## config.mk

```make
export PLATFORM = sky130hd
export DESIGN_NAME = fetch_pc_unit
export DESIGN_NICKNAME = d
export VERILOG_FILES = /design/src/rtl/fetch_pc_unit.sv
export SDC_FILE = /design/constraint.sdc
export NUM_CORES = 1
export LEC_CHECK = 0
export CAP_MARGIN = 20
export CORE_MARGIN = 4
export CORE_UTILIZATION = 50
export DETAILED_ROUTE_END_ITERATION = 10
export GPL_ROUTABILITY_DRIVEN = 0
export PLACE_DENSITY = 0.81
export SYNTH_ARGS = -nofsm -noshare
export SYNTH_HDL_FRONTEND = slang
export SYNTH_SLANG_ARGS = --single-unit
```

## constraint.sdc

```tcl
create_clock -name clk -period 2.45 [get_ports clk]
set_input_delay 0.49 -clock clk [delete_from_list [all_inputs] [get_ports clk]]
set_output_delay 0.49 -clock clk [all_outputs]
set_load 0.02 [all_outputs]
```

## src/rtl/fetch_pc_unit.sv

```systemverilog
// Instruction-fetch front end: owns the PC, drives the imem request handshake,
// delivers instructions to decode and applies execute-stage redirects.
module fetch_pc_unit #(
  parameter int                  DATA_WIDTH = 32,
  parameter int                  PC_WIDTH   = 20,
  parameter logic [PC_WIDTH-1:0] RESET_PC   = '0
) (
  input  logic                  clk,
  input  logic                  rst_n,
  input  logic                  enable_in,
  input  logic                  stall_in,
  input  logic                  select_new_pc_in,
  input  logic [PC_WIDTH-1:0]   new_pc_in,
  output logic                  imem_req_out,
  output logic [PC_WIDTH-1:0]   imem_addr_out,
  input  logic                  imem_ack_in,
  input  logic [DATA_WIDTH-1:0] imem_data_in,
  output logic [DATA_WIDTH-1:0] inst_out,
  output logic                  inst_valid_out,
  output logic [PC_WIDTH-1:0]   pc_out,
  output logic                  flush_out
);

  typedef enum logic [1:0] {IDLE, REQ, DROP, HOLD} state_t;

  state_t                state;
  logic [PC_WIDTH-1:0]   pc_reg;
  logic [PC_WIDTH-1:0]   hold_pc;
  logic [DATA_WIDTH-1:0] hold_data;
  logic [PC_WIDTH-1:0]   pc_inc;
  logic [PC_WIDTH-1:0]   redirect_pc;
  logic                  out_busy;

  // Wraps modulo 2^PC_WIDTH by construction of the sum width.
  assign pc_inc      = pc_reg + PC_WIDTH'(4);
  assign redirect_pc = new_pc_in & ~PC_WIDTH'(3);
  assign out_busy    = inst_valid_out & stall_in;

  // The hold buffer is full exactly when state == HOLD, so it needs no valid bit.
  always_ff @(posedge clk or negedge rst_n) begin
    if (!rst_n) begin
      state          <= IDLE;
      pc_reg         <= RESET_PC;
      hold_pc        <= '0;
      hold_data      <= '0;
      imem_req_out   <= 1'b0;
      imem_addr_out  <= '0;
      inst_out       <= '0;
      inst_valid_out <= 1'b0;
      pc_out         <= '0;
      flush_out      <= 1'b0;
    end else begin
      // NOTE: non-blocking assignments throughout; later assignments in this
      // block override the defaults below without creating ordering hazards.
      flush_out <= 1'b0;
      if (!stall_in) inst_valid_out <= 1'b0;

      if (select_new_pc_in) begin
        pc_reg         <= redirect_pc;
        inst_valid_out <= 1'b0;
        flush_out      <= 1'b1;
        unique case (state)
          IDLE: state <= IDLE;
          REQ, DROP: begin
            if (imem_ack_in) begin
              // The old request completes now; its data is discarded.
              if (enable_in) begin
                state         <= REQ;
                imem_req_out  <= 1'b1;
                imem_addr_out <= redirect_pc;
              end else begin
                state        <= IDLE;
                imem_req_out <= 1'b0;
              end
            end else begin
              // A request cannot be withdrawn; wait it out on the old address.
              state <= DROP;
            end
          end
          HOLD: begin
            if (enable_in) begin
              state         <= REQ;
              imem_req_out  <= 1'b1;
              imem_addr_out <= redirect_pc;
            end else begin
              state <= IDLE;
            end
          end
          default: state <= IDLE;
        endcase
      end else begin
        unique case (state)
          IDLE: begin
            if (enable_in) begin
              state         <= REQ;
              imem_req_out  <= 1'b1;
              imem_addr_out <= pc_reg;
            end
          end
          REQ: begin
            if (imem_ack_in) begin
              pc_reg <= pc_inc;
              if (!out_busy) begin
                inst_out       <= imem_data_in;
                pc_out         <= imem_addr_out;
                inst_valid_out <= 1'b1;
                if (enable_in) begin
                  imem_addr_out <= pc_inc;
                end else begin
                  state        <= IDLE;
                  imem_req_out <= 1'b0;
                end
              end else begin
                hold_data    <= imem_data_in;
                hold_pc      <= imem_addr_out;
                state        <= HOLD;
                imem_req_out <= 1'b0;
              end
            end
          end
          HOLD: begin
            if (!stall_in) begin
              inst_out       <= hold_data;
              pc_out         <= hold_pc;
              inst_valid_out <= 1'b1;
              if (enable_in) begin
                state         <= REQ;
                imem_req_out  <= 1'b1;
                imem_addr_out <= pc_reg;
              end else begin
                state <= IDLE;
              end
            end
          end
          DROP: begin
            if (imem_ack_in) begin
              if (enable_in) begin
                state         <= REQ;
                imem_addr_out <= pc_reg;
              end else begin
                state        <= IDLE;
                imem_req_out <= 1'b0;
              end
            end
          end
          default: state <= IDLE;
        endcase
      end
    end
  end

endmodule

```

# Word-level counts from Yosys, hierarchy flattened
# Cells that the tools add are included.
dict set report classes {
  addsub 1
  n_mul 0
  n_div 0
  magnitude_cmp 0
  eq_ne 15
  shift 0
  muxes 51
  bitwise 2
  reduce_logical 11
}
# op n
set ops {}
lappend ops {{20-bit 2-to-1 mux} 15}
lappend ops {{32-bit 2-to-1 mux} 3}
lappend ops {{20-bit one-hot mux with 2 select lines} 2}
lappend ops {{20-bit one-hot mux with 4 select lines} 1}
lappend ops {{32-bit one-hot mux with 2 select lines} 1}
lappend ops {{3-bit inequality test, second input constant} 7}
lappend ops {{20-bit by 3-bit adder with 20-bit output, second input constant} 1}
lappend ops {{1-bit 2-to-1 mux} 16}
lappend ops {{2-bit 2-to-1 mux} 8}
lappend ops {{5-bit AND reduction} 3}
lappend ops {{2-bit one-hot mux with 4 select lines} 1}
lappend ops {{7-bit AND reduction} 1}
lappend ops {{2-bit inequality test, second input constant} 3}
lappend ops {{2-bit one-hot mux with 3 select lines} 1}
lappend ops {{2-bit nonzero test} 3}
lappend ops {{2-bit equality test, second input constant} 2}
lappend ops {{4-bit inequality test, second input constant} 1}
lappend ops {{1-bit one-hot mux with 2 select lines} 2}
lappend ops {{1-bit one-hot mux with 4 select lines} 1}
lappend ops {{4-bit AND reduction} 1}
lappend ops {{3-bit by 1-bit inequality test with 1-bit output, second input constant} 1}
lappend ops {{2-bit by 1-bit equality test with 1-bit output, second input constant} 1}
lappend ops {{2-bit logical NOT} 1}
lappend ops {{2-bit AND reduction} 1}
lappend ops {{other kinds (3)} 3}
dict set report word_totals {
  ff_bits 149
  latchBits 0
  ram_bits 0
  rom_bits 0
  in_bits 58
  output_inout_bits 75
  elab_cells 90
  mem_count 0
}

# Longest topological paths before layout
dict set report depth {
  word_depth 6
  ltp_mapped 8
  depth_no_buf 6
}

# Worst setup path before layout
# OpenSTA, ideal clock, no wires.
dict set report synth_timing {
  kind {reg-to-reg}
  startpoint {register state[0]}
  endpoint {register imem_addr_out[11]}
  arrival_time_ns 2.038
  slack_ns 0.284
  stages_incl_launch_ff 8
  cell_sequence {dfrtp_1 inv_1 ha_1 nor2b_1 mux2_2 nor3_2 buf_2 mux2_1}
}
dict set report synth_between {
  elab_chain_cells 4
}
# element line_no
set synth_lines {}
lappend synth_lines {{from (decl)} 26} ;# state_t state;
lappend synth_lines {{from (signal assigned)} 42} ;# state <= IDLE;
lappend synth_lines {{from (signal assigned)} 63} ;# IDLE: state <= IDLE;
lappend synth_lines {{from (signal assigned)} 68} ;# state <= REQ;
lappend synth_lines {{2-bit equality test / 2-bit by 1-bit equality test with 1-bit output (equally long branches)} {62, 92}}
lappend synth_lines {{2-bit OR reduction} 62} ;# unique case (state)
lappend synth_lines {{3-bit by 1-bit inequality test with 1-bit output (no source line), or another cell as far along} --}
lappend synth_lines {{7-bit AND reduction (no source line) / 20-bit 2-to-1 mux (equally long branches)} --}
lappend synth_lines {{to (signal assigned)} 70} ;# imem_addr_out <= redirect_pc;
lappend synth_lines {{to (signal assigned)} 97} ;# imem_addr_out <= pc_reg;
lappend synth_lines {{to (signal assigned)} 108} ;# imem_addr_out <= pc_inc;
lappend synth_lines {{to (decl)} 15} ;# output logic [PC_WIDTH-1:0] imem_addr_out,
# Parallel ways exist; a longest one is shown, timed or not.
# A chain may end at the register's enable or synchronous reset.

# Final worst setup path
dict set report layout_timing {
  startpoint {register state[0]}
  endpoint {register imem_addr_out[3]}
}
# Same word-level chain as after synthesis.

==> metrics.md <==
| Metric | Value |
|---|---|
| Status | finished clean |
| Top area cells in the synthesized netlist | dfrtp_1, mux2_2, mux2_1, xnor2_1, buf_2 |
| Nets | 767 |
| VDD IR-drop max | 0.000806 V |
| Layout cells sized above 1 | 33.1% |
| Synth Net Count | 628 |
| Yosys reg bits | 144 |
| Dpl hpwl | 12.4 mm |
| Syn_area_per_cell | 12.7 µm² |
| Antenna violations before repair | 0 |
| Via Count | 5205 |
| H-tree depth | 4 |
| Most common cell after layout, fill and taps aside | mux2_2 |
| Vias per inst | 5.80 |
| Tot GR Track Use | 22.2% |
| Final hold slack | 494 ps |
| RSZ-0062 raised after global routing | no |
| CTS tree | built |
| Largest registers | hold_data x32, inst_out x32 |
| Crit. End Element | flop |
| Diode count | 0 |
| Max Root-Sink Buffers | 2 |
| Most frequent cells in the layout | mux2_2, dfrtp_1, clkdlybuf4s50_1 |
| Slew Viols, Final | 0 |
| FP Rows | 43 |
| Die area | 16300 µm² |
| Final Cycle Share | 93.2% |
| Synth warn | 0 |
| Root Driver | clkbuf_16 |
| Largest net degree at the start of global routing | 63 |
| Max Cap Viol | 0 |
| Vias in the first global route | 5434 |
| Tmin final | 2280 ps |
| Final setup fails | 0 |
| TritonCTS Buffers | 17 |
| Mapped Area | 7150 µm² |
| P per Cell Area | 1150 nW/µm² |
| Worst EP required | 2750 ps |
| Total Power | 10.8 mW |
| Total Wirelength | 17.4 mm |
| Clock skew | 8.19 ps |
| Grt total ovfl | 0 |
| Worst slew pin tran | 459 ps |
| Post-synth ARST share | 100% |
| Synth Instances | 565 |
| Pleak | 3.92 nW |
| Global-route wire length before repair | 28.5 mm |
| Main flop type after synthesis | dfrtp_1 |
| Core box area | 13900 µm² |
| Fillers | 988 |
| Worst slew margin | 69.4% |
| Initial Util | 51.3% |
| Clk slew on worst S/H paths | 60 ps |
| Clk_lat worst skew | 420 ps |
| Die Span X | 128 µm |
| Fmax | 438 MHz |
| Startpoint Class | flop |
| Die Ht | 128 µm |
| Buffers on Ports | 130 |
| Post-synth top area cell | dfrtp_1 |
| Critical Path AT | 2590 ps |
| Post-route ant nets | 0 |
| Area Overhead vs Synth | 32.4% |
| Post-CTS Setup Bufs | 0 |
| Final hold violations | 0 |
| I/O Pins | 133 |
| Clock Sinks | 144 |
| Number of remaining DRC errors | 0 |
| DR WL/cell | 19.4 µm |
| Final Core Density | 67.9% |
| Top cell type's share of synthesized area | 50.4% |
| DRT iter0 DRCs | 369 |
| Synth cell types | 58 |
| Pre-Repair DR Iteration Count | 5 |
| Crit-path max FO | 12 |
| EDFF count, synth | 0 |
| Register area share after synthesis | 50.4% |
| Worst hold path type | reg2reg |
| WS Path Type | reg2reg |
[cells in the mapped netlist, types with 3 or more instances]
library cell / count
a211oi_1: 3
a21boi_0: 5
a21oi_1: 8
a221oi_1: 3
a31oi_1: 8
and3_1: 3
and4_1: 6
buf_1: 7
buf_2: 22
clkbuf_1: 8
clkbuf_2: 3
dfrtp_1: 144
ha_1: 5
inv_1: 7
mux2_1: 16
mux2_2: 157
mux2i_1: 6
nand2_1: 20
nand2b_1: 5
nand3_1: 9
nand4_1: 11
nor2_1: 13
nor3_1: 7
nor4_1: 11
o21ai_0: 10
o2bb2ai_1: 3
o31a_1: 4
o31ai_1: 4
or3_1: 3
xnor2_1: 16
[final timing paths]
check | startpoint | end | slack (ps) | cells after the start
min in group asynchronous | rst_n | pc_out[6] | 510 | 2
min reg2reg | inst_out[16] | inst_out[16] | 490 | 1
max reg2reg | state[0] | imem_addr_out[3] | 170 | 7
max in group asynchronous | rst_n | hold_pc[18] | 1260 | 3
min | inst_out[16] | inst_out[16] | 490 | 1
max | state[0] | imem_addr_out[3] | 170 | 7
[critical path: stages (launching register included)]
cell and delay, ps:
dfrtp_1 390, inv_1 90, ha_1 390, nor2b_1 190, mux2_2 300, nor3_2 280, buf_12 180, mux2_2 340
[cell families after synthesis]
kind of cell / synth area share (%)
and+or+nand+nor: 8.43
DFF: 50.4
AOI/OAI and AO/OA: 6.91
muxes: 28.1
adders and majority gates: 0.875
xor gates and xnor gates: 2.08
buffers and inverters: 3.22
[layer usage]
layer,global-route usage [%],vias up,routed length [µm]
li1,-,2369,-
met1,27.5,2609,6830
met5,0,-,0
met3,5.23,23,1030
met2,38.6,204,9260
met4,7.18,0,303
[per-stage QoR]
stage	std cells	setup TNS (ps)	instance area (µm²)	worst slack [ps]
after floorplan	565	0	7150	284
after global placement	864	0	8820	70.3
after detailed placement	864	-47.0	8820	-24.0
after CTS	897	0	9460	100
after global routing	897	0	9470	73.2
final	897	0	9470	166
[final cells by class]
class                   count  area, µm²  share of cell area [%]
clock buffers              19        443                    4.68
clock inverters            13        188                    1.98
inverters                   9       33.8                   0.357
multi-input cells         370       3340                    35.3
flip-flops and latches    144       3600                    38.1
well taps                 180        225                    2.38
repair buffers            162       1630                    17.2
[what timing repair did]
item,4_1_cts,5_1_grt
hold buffers,1,0
gates resized for setup,0,2
hold endpoints to repair,22,0
endpoints found under the setup margin,0,6
[power breakdown]
| group | total (mW) | switching (mW) | internal (mW) |
|---|---|---|---|
| Clock | 2.74 | 1.00 | 1.73 |
| Sequential | 3.94 | 0.640 | 3.30 |
| Combinational | 4.16 | 1.93 | 2.24 |
| Total | 10.8 | 3.57 | 7.27 |
(Power assumes the default switching activity.)
